===== src/rtl/ftq_update_gen.sv =====
// ftq_update_gen: consumer end of the fetch target queue.
// Resolved branches are matched against the FTQ head entry. A match pops the
// head and produces a registered BHT update with the new saturating-counter value.
// A PC mismatch, or a resolution arriving while the queue is empty, raises a
// desync. The block then requests an FTQ flush and ignores resolutions until
// the pipeline flush arrives.
module ftq_update_gen #(
  parameter int VLEN   = 64,
  parameter int CNT_W  = 2,
  parameter int PERF_W = 32
) (
  input  logic              clk_i,
  input  logic              rst_i,
  input  logic              flush_i,
  input  logic              res_valid_i,
  input  logic [VLEN-1:0]   res_pc_i,
  input  logic              res_taken_i,
  input  logic              res_mispredict_i,
  input  logic              ftq_empty_i,
  input  logic [VLEN-1:0]   ftq_pc_i,
  input  logic [CNT_W-1:0]  ftq_cnt_i,
  output logic              ftq_pop_o,
  output logic              flush_ftq_o,
  output logic              desync_o,
  output logic              bht_update_valid_o,
  output logic [VLEN-1:0]   bht_update_pc_o,
  output logic              bht_update_taken_o,
  output logic [CNT_W-1:0]  bht_update_cnt_o,
  output logic [PERF_W-1:0] update_cnt_o,
  output logic [PERF_W-1:0] mispredict_cnt_o
);

  typedef enum logic {RUN, RESYNC} state_t;

  // Counter arithmetic is one bit wider than the counter, so the clamp can
  // detect overflow and underflow before the result is truncated.
  localparam logic [CNT_W:0] CNT_ONE = {{CNT_W{1'b0}}, 1'b1};
  localparam logic [CNT_W:0] CNT_MAX = {1'b0, {CNT_W{1'b1}}};

  state_t           state;
  logic             pc_match;
  logic             accept;
  logic             desync_evt;
  logic [CNT_W:0]   cnt_ext;
  logic [CNT_W:0]   cnt_inc;
  logic [CNT_W:0]   cnt_dec;
  logic [CNT_W-1:0] cnt_new;

  // A resolution is either accepted (it matches the head) or causes a desync.
  // A flush cycle, or the RESYNC state, suppresses both.
  always_comb begin
    pc_match   = (res_pc_i == ftq_pc_i);
    accept     = (state == RUN) & res_valid_i & ~flush_i & ~ftq_empty_i & pc_match;
    desync_evt = (state == RUN) & res_valid_i & ~flush_i & (ftq_empty_i | ~pc_match);
    ftq_pop_o  = accept;
  end

  // Saturating increment or decrement of the head entry's counter snapshot.
  always_comb begin
    cnt_ext = {1'b0, ftq_cnt_i};
    cnt_inc = cnt_ext + CNT_ONE;
    if (cnt_inc > CNT_MAX) begin
      cnt_inc = CNT_MAX;
    end
    // Decrementing from zero wraps, which sets the extra top bit.
    cnt_dec = cnt_ext - CNT_ONE;
    if (cnt_dec[CNT_W]) begin
      cnt_dec = '0;
    end
    cnt_new = res_taken_i ? cnt_inc[CNT_W-1:0] : cnt_dec[CNT_W-1:0];
  end

  // State machine, registered update outputs, one-cycle pulses and perf counters.
  always_ff @(posedge clk_i or posedge rst_i) begin
    if (rst_i) begin
      state              <= RUN;
      flush_ftq_o        <= 1'b0;
      desync_o           <= 1'b0;
      bht_update_valid_o <= 1'b0;
      bht_update_pc_o    <= '0;
      bht_update_taken_o <= 1'b0;
      bht_update_cnt_o   <= '0;
      update_cnt_o       <= '0;
      mispredict_cnt_o   <= '0;
    end else begin
      flush_ftq_o        <= 1'b0;
      desync_o           <= 1'b0;
      bht_update_valid_o <= 1'b0;
      case (state)
        RUN: begin
          if (accept) begin
            bht_update_valid_o <= 1'b1;
            bht_update_pc_o    <= res_pc_i;
            bht_update_taken_o <= res_taken_i;
            bht_update_cnt_o   <= cnt_new;
            update_cnt_o       <= update_cnt_o + PERF_W'(1);
            mispredict_cnt_o   <= mispredict_cnt_o + PERF_W'(res_mispredict_i);
          end else if (desync_evt) begin
            desync_o    <= 1'b1;
            flush_ftq_o <= 1'b1;
            state       <= RESYNC;
          end
        end
        RESYNC: begin
          // Resolutions are ignored here. Only the pipeline flush ends the
          // resync.
          if (flush_i) begin
            state <= RUN;
          end
        end
        default: state <= RUN;
      endcase
    end
  end

endmodule


===== config.mk =====
export PLATFORM = sky130hd
export DESIGN_NAME = ftq_update_gen
export DESIGN_NICKNAME = d
export VERILOG_FILES = /design/src/rtl/ftq_update_gen.sv
export SDC_FILE = /design/constraint.sdc
export NUM_CORES = 1
export LEC_CHECK = 0
export CAP_MARGIN = 10
export CORE_ASPECT_RATIO = 2
export CORE_MARGIN = 2
export CORE_UTILIZATION = 40
export CTS_CLUSTER_SIZE = 40
export DETAILED_ROUTE_END_ITERATION = 7
export GPL_TIMING_DRIVEN = 0
export PLACE_DENSITY_LB_ADDON = 0.1
export SLEW_MARGIN = 20
export SYNTH_ARGS = -nofsm -noshare
export SYNTH_HDL_FRONTEND = slang
export SYNTH_SLANG_ARGS = --single-unit

===== constraint.sdc =====
create_clock -name clk_i -period 7.8 [get_ports clk_i]
set_clock_uncertainty 0.1 [all_clocks]
set_input_delay 2.34 -clock clk_i [delete_from_list [all_inputs] [get_ports clk_i]]
set_output_delay 2.34 -clock clk_i [all_outputs]
set_load 0.02 [all_outputs]

==> results of run 1 <==
[area by class of cell]
cell class / count / area [sq um] / area share
multi-input cells: 497 / 2890 / 0.288
plain buffers: 25 / 161 / 0.0161
clock inverters: 14 / 138 / 0.0137
inverters: 22 / 90.1 / 0.00896
clock buffers: 17 / 425 / 0.0423
well taps: 201 / 251 / 0.0250
flip-flops and latches: 134 / 3350 / 0.334
repair buffers: 272 / 2740 / 0.273
[path summary, 6_finish.rpt]
path / start / to / slack, ps / depth (start not counted)
setup / recovery: res_pc_i[15] / ftq_pop_o / 170 / 7
hold / removal: bht_update_pc_o[59]$_DFFE_PP0P_ / bht_update_pc_o[59]$_DFFE_PP0P_ / 360 / 2
setup reg to reg: mispredict_cnt_o[2]$_DFFE_PP0P_ / mispredict_cnt_o[31]$_DFFE_PP0P_ / 5440 / 6
hold reg to reg: bht_update_pc_o[59]$_DFFE_PP0P_ / bht_update_pc_o[59]$_DFFE_PP0P_ / 360 / 2
max in group asynchronous: rst_i / update_cnt_o[26]$_DFFE_PP0P_ / 4610 / 3
min in group asynchronous: rst_i / bht_update_pc_o[17]$_DFFE_PP0P_ / 2260 / 2
[stage by stage]
step	cells	utilization	area [sq um]	power (mW)	hold slack, ps
floorplan	678	-	6480	0.754	414
finish	1182	0.637	10100	1.62	365
global placement	1150	0.598	9440	0.851	349
detailed placement	1151	0.601	9480	0.854	355
CTS	1182	0.637	10000	1.63	367
global route	1182	0.637	10100	1.67	374
[layer usage]
metal,up-vias,wire (um),global-route usage
met1,2816,7380,0.259
met4,0,536,0.0893
li1,2826,-,-
met5,-,0,0
met3,26,1130,0.0578
met2,206,12800,0.507
[worst max-delay path: stages]
cell and delay (ps):
clkdlybuf4s50_1 640, xnor2_1 160, nand4_1 180, nor4_2 420
nand4_1 330, nor4_1 410, clkdlybuf4s50_1 700
[timing repair]
action                                  4_1_cts  5_1_grt
endpoints found under the hold margin         0        0
resized for setup                             1        1
gates cloned                                  0        0
endpoints found under the setup margin        1        1
[sequential cells by signal, summed over array words and instances (netlist names)]
signal / count
bht_update_cnt_o: 2
mispredict_cnt_o: 32
bht_update_taken_o: 1
bht_update_valid_o: 1
state: 1
bht_update_pc_o: 64
update_cnt_o: 32
desync_o: 1
[Yosys cell counts]
| master | number |
|---|---|
| and3_1 | 18 |
| o22ai_1 | 3 |
| nand3_2 | 1 |
| o2111ai_1 | 4 |
| nor2_1 | 9 |
| nand3_1 | 27 |
| nor2b_1 | 9 |
| buf_2 | 6 |
| o21ai_0 | 4 |
| a2111oi_2 | 1 |
| a2111o_1 | 2 |
| inv_1 | 22 |
| nand2_1 | 218 |
| and2_1 | 5 |
| or2b_1 | 1 |
| nand4_1 | 35 |
| and4_1 | 4 |
| nand2b_1 | 12 |
| a22oi_1 | 1 |
| buf_4 | 8 |
| nor4_2 | 1 |
| nor4_1 | 11 |
| dfrtp_1 | 134 |
| o221ai_1 | 2 |
| xnor2_1 | 72 |
| ha_1 | 3 |
| o31ai_1 | 1 |
| nor4_4 | 1 |
| or3_1 | 1 |
| nor3_1 | 5 |
| maj3_1 | 1 |
| a21oi_1 | 3 |
| or2_2 | 2 |
| nor4b_2 | 1 |
| clkbuf_1 | 7 |
| and2b_1 | 1 |
| xor2_1 | 31 |
| buf_6 | 4 |
| a221oi_1 | 1 |
| nor3_2 | 6 |
[power groups by stage]
| stage | Sequential (mW) | Combinational [mW] | Clock, mW |
|---|---|---|---|
| after floorplan | 0.710 | 0.0447 | 0 |
| after global placement | 0.709 | 0.142 | 0 |
| after detailed placement | 0.709 | 0.145 | 0 |
| after CTS | 0.697 | 0.146 | 0.789 |
| after global routing | 0.696 | 0.155 | 0.814 |
| final | 0.697 | 0.144 | 0.777 |
[cell families after synthesis]
logic type / count (synthesis) / synth area share
AOI/OAI and AO/OA: 22 / 0.0259
buffers and inverters: 47 / 0.0377
xor gates and xnor gates: 103 / 0.139
and+or+nand+nor: 368 / 0.272
adders and majority gates: 4 / 0.00734
DFF: 134 / 0.518
==> flow_summary.ini, run 1 <==
[run_status]
run_status = completed

[timing]
fmax_mhz = 131
rsz0062_at_grt = false
finalHoldViolations = 0
drv_slew = 0
worst_slack_ps = 169
worst_pin_slew_ps = 695
finalSetupViolCount = 0
slew_headroom = 0.536
period_minus_slack_ps = 7630
setup-tns-final_ps = 0
finalCritPeriodShare = 0.978

[place]
hpwlAfterDp_mm = 17.5
post-place-ws_ps = -62.4
gp_congestion = 0.822
port_buffers = 271

[synthesis]
synth_area_leaders = dfrtp_1 (52%), nand2_1 (13%), xnor2_1 (9.7%), xor2_1 (4.2%), nand4_1 (3.4%)
yosys_register_bits = 134
seq_area_frac_synth = 0.518
syn_nets = 818
avgSynthCellArea_sq_um = 9.55
postSynthCellCount = 678
synthDistinctLibCells = 40
synth_top_area_frac = 0.518
synth_area_sq_um = 6480
yosys_warnings = 0
yosysTopAreaCell = dfrtp_1

[global_routing]
grt_max_degree = 72
grt_pass1_wl_mm = 33.4
grt-ovfl-total = 0
track_usage = 0.259
antenna_found_initial = 0
grt_pass1_vias = 6052

[worst_setup_path]
worstPathArrival_ps = 5190
endpoint_kind = primary output
startpoint_type = input pin
cp.required_ps = 5360
critical_path_class = in -> out
cp_max_fo = 3

[cts]
clkSlewWorstSetupHoldPaths_ps = 60
numCtsBuffers = 17
cts-root-buf = clkbuf_16
cts_tree = done
htree_levels = 4
cts.sinks = 134
post_cts_buffers = 0
clk_latency_ps = 420
hold_buffers = 0
clk_path_buf_depth = 2

[finish]
syn_to_final_growth_pct = 55.2
fill_cells = 1374
drive_above_1_share = 0.0673
diodes = 0
fin_nets = 1109
mostFrequentLayoutCells = clkdlybuf4s50_1 (271), nand2_1 (218), dfrtp_1 (134), xnor2_1 (72), nand4_1 (35)
mostFrequentLayoutCell = clkdlybuf4s50_1

[detailed_routing]
route.vias.total = 5874
drt_wl_total_mm = 21.9
viasPerCell = 4.97
wl_per_cell_um = 18.5
drc = 0
drt_pass1_iterations = 7
postRouteAntennaNets = 0
first_iter_violations = 181

[die]
die_area_sq_um = 17300
ios = 272
initial_core_util = 0.411
rows = 65
die_w_um = 94.0
core_area_sq_um = 15800
die_h_um = 184

[pwr]
pwr-share-comb = 0.089
switching_power_mw = 0.371
p_per_area_nw_per_um2 = 161
power.internal_mw = 1.25
seq_power_share = 0.431
switching_share = 0.230
p_clk_frac = 0.480
p_leak_nw = 4.60
peakVddDrop_uv = 143

[worst_hold_path]
hold_class = reg -> reg

[run]
maxCapViolCount = 0
(Power assumes the default switching activity.)
==> run 2, diff against run 1 <==
--- a/config.mk
+++ b/config.mk
@@ -8,7 +8,7 @@
 export CAP_MARGIN = 10
 export CORE_ASPECT_RATIO = 2
 export CORE_MARGIN = 2
-export CORE_UTILIZATION = 40
+export CORE_UTILIZATION = 47
 export CTS_CLUSTER_SIZE = 40
 export DETAILED_ROUTE_END_ITERATION = 7
 export GPL_TIMING_DRIVEN = 0
==> run 2 against run 1 <==
Effect of this change:
- combinational power is essentially flat
- sequential share of layout area grew 0.062 points
- highest routed layer unchanged
- critical path type unchanged
- final cell count shrank 3.9%
- worst setup slack gained 44 ps
- critical path depth is the same
==> flow_summary.ini, run 2 (same netlist as run 1, synthesis figures left out) <==
[place]
gp_congestion = 0.901
postPlaceCellArea_sq_um = 9420
hpwlAfterDp_mm = 17.7
port_buffers = 271
dp.cells = 1105

[finish]
diodes = 0
largestRegisters = bht_update_pc_o x64, mispredict_cnt_o x32, update_cnt_o x32
mostFrequentLayoutCells = clkdlybuf4s50_1 (271), nand2_1 (218), dfrtp_1 (134), xnor2_1 (72), nand4_1 (35)
syn_to_final_growth_pct = 54.9
fin_nets = 1109
mostFrequentLayoutCell = clkdlybuf4s50_1
stdcell_count = 1136
fill_cells = 957
stdcell_area_sq_um = 10000
drive_above_1_share = 0.0652
largest_reg_flops = 64
top_register = bht_update_pc_o

[worst_setup_path]
cp.required_ps = 5360
critical_path_class = in -> out
cpLargestDelayFamily = simple AND/OR/NAND/NOR gates
worstPathArrival_ps = 5150
startpoint_type = input pin
rr_startpoint = mispredict_cnt_o[2]$_DFFE_PP0P_
path_cells = clkdlybuf4s50_1, xor2_1, nor4_1, nand2_1, or3_1, nor4_1, clkdlybuf4s50_1
cp_slowest_stage_delay_ps = 730
startpoint = res_pc_i[4]
crit_buf_inv = 2
cp_max_fo = 3
endpoint_kind = primary output
slowest_stage = clkdlybuf4s50_1

[detailed_routing]
viasPerCell = 5.43
route.vias.total = 6166
drt_wl_total_mm = 22.6
drc = 0
postRouteAntennaNets = 0
first_iter_violations = 219
drt_pass1_iterations = 5
wl_per_cell_um = 19.9

[pwr]
peakVddDrop_uv = 144
p_total_mw = 1.67
p_per_area_nw_per_um2 = 167
p_leak_nw = 4.61

[die]
die_h_um = 170
initial_core_util = 0.482
ios = 272
core_area_sq_um = 13400
rows = 60
die_w_um = 87.0
die_area_sq_um = 14800

[cts]
numCtsBuffers = 17
ctsResizeCount = 0
clkSlewWorstSetupHoldPaths_ps = 60
clk_path_buf_depth = 2
cts-root-buf = clkbuf_16
cts_tree = done
clk_latency_ps = 420
post_cts_buffers = 0
htree_levels = 4
hold_buffers = 0
cts.sinks = 134

[global_routing]
met3_usage = 0.0805
antenna_found_initial = 0
globalRouteMet2Util = 0.578
grt_pass1_wl_mm = 34.7
grt_pass1_vias = 6522
busiest_layer = met2
grt_max_degree = 99
grt-ovfl-total = 0
globalRouteMet1Util = 0.299
track_usage = 0.313

[timing]
finalCritPeriodShare = 0.973
setup-tns-final_ps = 0
rsz0062_at_grt = false
finalSetupViolCount = 0
fmax_mhz = 132
worst_pin_slew_ps = 647
drv_slew = 0
slew_headroom = 0.568
period_minus_slack_ps = 7590
finalHoldViolations = 0
hold_slack_ps = 363

[run]
maxCapViolCount = 0

[worst_hold_path]
hold_class = reg -> reg
hp-start = bht_update_pc_o[31]$_DFFE_PP0P_

[run_status]
run_status = completed
[run 2: layout make-up]
| type | instances | area [sq um] | share of cell area |
|---|---|---|---|
| clock buffers | 20 | 457 | 0.0455 |
| inverters | 22 | 90.1 | 0.00898 |
| flip-flops and latches | 134 | 3350 | 0.334 |
| clock inverters | 11 | 151 | 0.0151 |
| repair buffers | 272 | 2740 | 0.273 |
| multi-input cells | 497 | 2890 | 0.288 |
| plain buffers | 25 | 161 | 0.0161 |
| well taps | 155 | 194 | 0.0193 |
[run 2: stage by stage]
stage / util / setup slack [ps]
final: 0.747 / 213
after global routing: 0.747 / 121
after CTS: 0.746 / 99.7
after detailed placement: 0.701 / 114
after global placement: 0.698 / -9.58
after floorplan: - / 1260
[run 2: power by group]
part | internal, mW | switching [mW]
Clock | 0.519 | 0.310
Combinational | 0.0848 | 0.0607
Sequential | 0.696 | 0.000383
[run 2: final timing paths]
check                           depth (start not counted)  slack (ps)                          endpoint
max in group asynchronous                               3        4610      update_cnt_o[25]$_DFFE_PP0P_
worst max register to register                          7        5460  mispredict_cnt_o[26]$_DFFE_PP0P_
worst min-delay path                                    2         360   bht_update_pc_o[31]$_DFFE_PP0P_
worst max-delay path                                    7         210                         ftq_pop_o
min in group asynchronous                               2        2200    bht_update_pc_o[6]$_DFFE_PP0P_
worst min register to register                          2         360   bht_update_pc_o[31]$_DFFE_PP0P_
[run 2: per-layer routing]
metal,share of wire,vias to the layer above
met1,0.32,2986
met3,0.062,62
met5,0,-
met4,0.057,0
li1,-,2830
met2,0.56,288
[run 2: worst reg2reg max path: stages (launching register included)]
cell and delay (ps):
dfrtp_1 440, and4_1 280, and3_1 240, and3_1 250, nand3_1 120, nor2_1 430, nand4_1 200, xnor2_1 170
